### src/rtl/uart_tx_fifo.sv
// Transmit-side byte FIFO between the MMIO UART data register and the serializer.
// First-word fall-through head, occupancy counter, sticky overflow on dropped writes.
module uart_tx_fifo #(
  parameter int DEPTH = 8,
  parameter int WIDTH = 8
) (
  input  logic                       clk,
  input  logic                       reset,
  input  logic                       wr_en,
  input  logic [WIDTH-1:0]           wr_data,
  input  logic                       flush,
  input  logic                       clear_overflow,
  output logic [WIDTH-1:0]           data_out,
  output logic                       data_out_valid,
  input  logic                       data_out_ready,
  output logic                       full,
  output logic                       empty,
  output logic [$clog2(DEPTH):0]     count,
  output logic                       overflow
);

  localparam int AW = $clog2(DEPTH);
  localparam int CW = AW + 1;

  logic [WIDTH-1:0] mem [DEPTH];
  logic [AW-1:0]    wr_ptr;
  logic [AW-1:0]    rd_ptr;
  logic [CW-1:0]    count_q;
  logic             overflow_q;
  logic             do_wr;
  logic             do_rd;

  // Full/empty come from the registered count only; a same-cycle dequeue never frees a slot early.
  assign full           = (count_q == CW'(DEPTH));
  assign empty          = (count_q == '0);
  assign data_out_valid = !empty;
  assign data_out       = mem[rd_ptr];
  assign count          = count_q;
  assign overflow       = overflow_q;

  assign do_wr = wr_en && !full && !flush;
  assign do_rd = data_out_valid && data_out_ready && !flush;

  always_ff @(posedge clk) begin
    if (do_wr) begin
      mem[wr_ptr] <= wr_data;
    end
  end

  always_ff @(posedge clk or posedge reset) begin
    if (reset) begin
      wr_ptr  <= '0;
      rd_ptr  <= '0;
      count_q <= '0;
    end else if (flush) begin
      wr_ptr  <= '0;
      rd_ptr  <= '0;
      count_q <= '0;
    end else begin
      if (do_wr) begin
        wr_ptr <= wr_ptr + AW'(1);
      end
      if (do_rd) begin
        rd_ptr <= rd_ptr + AW'(1);
      end
      case ({do_wr, do_rd})
        2'b10:   count_q <= count_q + CW'(1);
        2'b01:   count_q <= count_q - CW'(1);
        default: count_q <= count_q;
      endcase
    end
  end

  // Set has priority so a drop in the clearing cycle is never lost.
  always_ff @(posedge clk or posedge reset) begin
    if (reset) begin
      overflow_q <= 1'b0;
    end else if (wr_en && full) begin
      overflow_q <= 1'b1;
    end else if (clear_overflow) begin
      overflow_q <= 1'b0;
    end
  end

endmodule
### config.mk
export PLATFORM = sky130hd
export DESIGN_NAME = uart_tx_fifo
export DESIGN_NICKNAME = d
export VERILOG_FILES = /design/src/rtl/uart_tx_fifo.sv
export SDC_FILE = /design/constraint.sdc
export NUM_CORES = 1
export LEC_CHECK = 0
export ABC_AREA = 1
export BUFFER_PORTS_ARGS = -buffer_cell sky130_fd_sc_hd__buf_2
export CAP_MARGIN = 30
export CORE_MARGIN = 3
export CORE_UTILIZATION = 50
export CTS_CLUSTER_DIAMETER = 150
export DETAILED_ROUTE_END_ITERATION = 16
export PLACE_DENSITY = 0.69
export SLEW_MARGIN = 20
export SYNTH_ARGS = -nofsm -noshare
export SYNTH_HDL_FRONTEND = slang
export SYNTH_SLANG_ARGS = --single-unit
### constraint.sdc
create_clock -name clk -period 6 [get_ports clk]
set_input_delay 0.3 -clock clk [delete_from_list [all_inputs] [get_ports clk]]
set_output_delay 0.3 -clock clk [all_outputs]
set_load 0.02 [all_outputs]
# Word-level counts from Yosys, hierarchy flattened

Memories as Yosys holds them, arrays and structs flattened.
Index checks and enable logic that the tools add are counted.

Memories: 1
Input port bits: 14
Word-level logic and storage cells: 35
Memory bits (writable): 64
Register bits after elaboration: 11

Memories:

| name | depth | width | read ports | clocked after memory_dff | write ports | RTL line | RTL |
|---|---|---|---|---|---|---|---|
| mem  | 8     | 8     | 1          | 0                        | 1           | 25       | `logic [WIDTH-1:0] mem [DEPTH];` |

Mux-type cells: 10
Reduce and logical (&&, ||, !) cells: 13
$add $sub $neg: 4
Equal/unequal tests: 3

Operators with widths:

| operator                                          | number |
|---|---|
| two-way mux 3 bit                                 | 4 |
| case mux 4 bit (2 select lines)                   | 1 |
| adder 3 x 1 -> 3 bit (second input constant)      | 2 |
| nonzero test 2 bit                                | 3 |
| logical AND 1 bit                                 | 5 |
| adder 4 x 1 -> 4 bit (second input constant)      | 1 |
| == test 4 bit (second input constant)             | 1 |
| zero test 4 bit                                   | 1 |
| two-way mux 1 bit                                 | 4 |
| two-way mux 4 bit                                 | 1 |
| subtractor 4 x 1 -> 4 bit (second input constant) | 1 |
| zero test 1 bit                                   | 3 |
| nonzero test 3 bit                                | 1 |
| == test 2 x 1 -> 1 bit (second input constant)    | 1 |
| == test 2 bit (second input constant)             | 1 |

# Depth between registers and ports, before layout

Depth after elaboration: 7
Mapped depth: 16
Gate-level depth less buffers: 16

# Worst setup path before layout

OpenSTA, ideal clock, no wires.

Path type: reg2reg
From: register count_q[0], in the netlist count[0]
To: register count_q[3], in the netlist count[3]
Path slack: 3.849 ns
Arrival: 2.034 ns
Library setup time: 0.117 ns
Cell stages (with the launch flop): 14
Path buffers: 0
Data required time: 5.883 ns
Cells stage by stage: dfrtp_1 > nor2_4 > nand2_1 > nand2_1 > nor2_4 > ha_1 > a21oi_1 > nand3_1 > nand2_1 > inv_1 > nand2_1 > nand2_1 > nand2_1 > nand2_1

Word-level cells in the longest chain between the ends: 7
Elaborated cells between the ends (all ways): 15
Classes of those cells: 2 x add/sub; 3 x eq/ne; 2 x mux; 8 x reduce/logical

RTL lines:

| what                                                           | RTL line | RTL |
|---|---|---|
| start, declared                                                | 28       | `logic [CW-1:0] count_q;` |
| start signal, assigned                                         | 67       | `2'b10: count_q <= count_q + CW'(1);` |
| start signal, assigned                                         | 68       | `2'b01: count_q <= count_q - CW'(1);` |
| start signal, assigned                                         | 69       | `default: count_q <= count_q;` |
| zero test 4 bit (*)                                            | 35       | `assign empty = (count_q == '0);` |
| zero test 1 bit (*)                                            | 36       | `assign data_out_valid = !empty;` |
| net data_out_valid                                             | 14       | `output logic data_out_valid,` |
| logical AND 1 bit (*) (2 in series)                            | 42       | `assign do_rd = data_out_valid && data_out_ready && !flush;` |
| == test 2 x 1 -> 1 bit / == test 2 bit (equally long branches) | 66       | `case ({do_wr, do_rd})` |
| case mux 4 bit (2 select lines)                                | 66       |  |
| two-way mux 4 bit                                              | 55       | `end else if (flush) begin` |

The timed path passes the listed nets; every way through them passes the cells marked *.
A chain may end at the register's enable or synchronous reset.

# Worst setup path in the final report

From: register rd_ptr[0]
To: output port data_out[1]

Word-level cells in the longest chain between the ends: 1

RTL lines:

| what                   | RTL line | RTL |
|---|---|---|
| start, declared        | 27       | `logic [AW-1:0] rd_ptr;` |
| start signal, assigned | 64       | `rd_ptr <= rd_ptr + AW'(1);` |
| memory (8 x 8 bit)     | --       |  |
| end, declared          | 13       | `output logic [WIDTH-1:0] data_out,` |

Every way passes these cells.

==> out/metrics.cfg <==
[detailed_routing]
post_drt_wl_per_cell_um=16.0
route.detailed.drc=0
dr.pass1.iters=4
ant_nets=0
routed_wl_um=6340
initialDrtViolationCount=90
vias=2148
vias_per_cell=5.42

[cts]
cts_resized=0
cts.clk_slew.worst_paths_ps=70
cts_buffer_depth=2
cts-htree-levels=3
cts_root_buf=clkbuf_8
cts_tree=built
numCtsBuffers=9
postCtsSetupRepairBufs=0
cts_sinks=75
insertion_delay_ps=340

[hold_path]
hold_path_class=in -> reg
hold_depth=2
worstHoldStart=clear_overflow
hold_end=overflow

[synthesis]
yosysTopAreaCell=edfxtp_1
synth.net_count=302
synth-xor-area-share=0.00270
yosysWarnings=0
synth_top_family_by_area=simple AND/OR/NAND/NOR gates
synth_mux_area_frac=0
synth_area_mm2=0.00325
yosysTopAreaCellShare=0.592
synthCells=283
avgSynthCellArea_um2=11.5
synthSimpleGateAreaFrac=0.162
synth_area_leaders=edfxtp_1 59%, dfrtp_1 8.5%, nand2_1 5.7%, nor2_1 5.6%, o21ai_0 4.5%
synth_compound_area_frac=0.105
yosysSeqAreaShare=0.677
synth_adder_area_share=0.0216
synth_cell_types=27
synth_seq_cells=75

[power_and_ir_drop]
p_leak_nw=1.42
internal_power_uw=934
ir_worst_vdd_mv=0.204
swShare=0.354
p_per_area_mw_per_mm2=394
seqPwrFrac=0.448
pwr-share-clk=0.246
p_sw_uw=511
total_power_mw=1.44
combPwrFrac=0.306

[critical_path]
cp.required_ps=5700
end_kind=output port
r2r-start=count[0]
arrival_ps=2070
critPathKind=reg -> out
rr_endpoint=count[3]
worst_setup_path_start_kind=flip-flop
r2r_slack_ps=3920
r2r_cells=14
cp_max_fo=32

[floorplan]
rows=28
start_util=0.532
die_w_um=86.6
dieArea_mm2=0.00749
fp.dieH_um=86.6
core_mm2=0.00610
io_pins=30

[placement]
gp_congestion=0.867
pre_cts_ws_ps=3900
place_area_mm2=0.00347
placed_cells=379
port_buffers=29
hpwl_um=4210

[sta]
fmax_mhz=422
fin_crit_sh=0.395
hold_violations=0
maxSlewViolCount=0
fin_worst_skew_ps=7.81
fin_crit_ps=2370
slew_headroom=0.384
holdWs_ps=147
worst_slack_ps=3630
rsz0062_at_grt=false
fin_tns_setup_ps=0
worst_slew_pin_slew_ps=921
setup_viol=0

[global_routing]
grt_pass1_wl_um=10300
grt_pass1_vias=2139
grt_usage=0.190
grt_antenna_before_repair=0
grt_max_degree=33
overflow=0

[final_layout]
post-route-cell-area_mm2=0.00366
layout-drive-gt1-share=0.202
finalNonFillerCells=396
final_util=0.601
diodes=0
syn2layout_area_growth_pct=12.8
fin_nets=335

[flow_run]
drv_cap=0

[run_status]
status=complete, no violations

area by class of cell:
type	instances	area, um^2
clock buffer	10	128
clock inverter	6	56.3
sequential	75	2200
inverter	16	60.1
tap	75	93.8
fill	503	2430
multi-input combinational	183	945
timing repair buffer	31	183
cells by family after synthesis:
family / count (synthesis)
adder cells (fa/ha/maj): 5
AO/OA/AOI/OAI: 62
buffers and inverters: 25
flip-flops: 75
XOR/XNOR: 1
AND/OR/NAND/NOR: 115
layout by cell type, fill, tap and decap left out, types with 2 or more instances in the layout:
cell type / n
nor2_1: 48
edfxtp_1: 64
nor2_4: 3
nand3_1: 6
dfrtp_1: 11
nand2_1: 49
a31oi_1: 8
o21ai_1: 10
clkinv_1: 2
ha_1: 4
clkbuf_8: 9
inv_2: 6
nand2_4: 5
o21ai_0: 29
inv_1: 9
clkinv_2: 3
buf_2: 29
a21oi_1: 11
state kept, by name, indices dropped and copies added (netlist names):
signal    flops
mem          64
count         4
overflow      1
wr_ptr        3
rd_ptr        3
how the worst max path moves through the flow:
stage	cells past startpoint	slack, ps	end	start
floorplan	13	3850	count[3]	count[0]
global placement	6	3480	data_out[3]	rd_ptr[0]
detailed placement	14	3900	count[3]	count[0]
CTS	6	3590	data_out[1]	rd_ptr[0]
global route	6	3370	data_out[1]	rd_ptr[0]
finish	6	3630	data_out[1]	rd_ptr[0]
routing by layer:
layer	part of all wire	track usage	up-vias
met5	0	0	-
met4	0.032	0.103	0
li1	-	-	1049
met1	0.43	0.240	1006
met3	0.058	0.0532	17
met2	0.48	0.296	76
Yosys cell counts:
library cell,n
nor2_2,1
clkbuf_1,1
a31oi_1,8
a21oi_2,1
nand3_4,1
dfrtp_1,11
ha_1,4
nand2_2,1
o21ai_0,29
a21oi_4,1
o21ai_1,10
buf_2,8
edfxtp_1,64
nand2_1,49
fa_1,1
a21oi_1,11
nor2_4,3
nand3_2,1
clkinv_1,1
nor2_1,48
o21ai_2,1
inv_1,9
nand2_4,5
inv_2,6
xnor2_1,1
o31ai_1,1
nand3_1,6
power groups by stage:
stage	Clock (mW)	Sequential (mW)	Combinational, mW
3_3_place_gp	0	0.671	0.404
5_1_grt	0.389	0.655	0.500
6_report	0.356	0.646	0.442
2_1_floorplan	0	0.652	0.317
4_1_cts	0.367	0.647	0.447
3_5_place_dp	0	0.658	0.447
critical path, cell delays in order, from the launching register on:
cell	delay (ps)
dfrtp_1	680
inv_2	360
nor2_1	180
o21ai_1	80
a21oi_1	180
a31oi_1	70
buf_2	180
repair_timing:
item	CTS	global route
hold buffers	1	0
endpoints found under the hold margin	11	0
endpoints found under the setup margin	0	0
(Power assumes the default switching activity.)
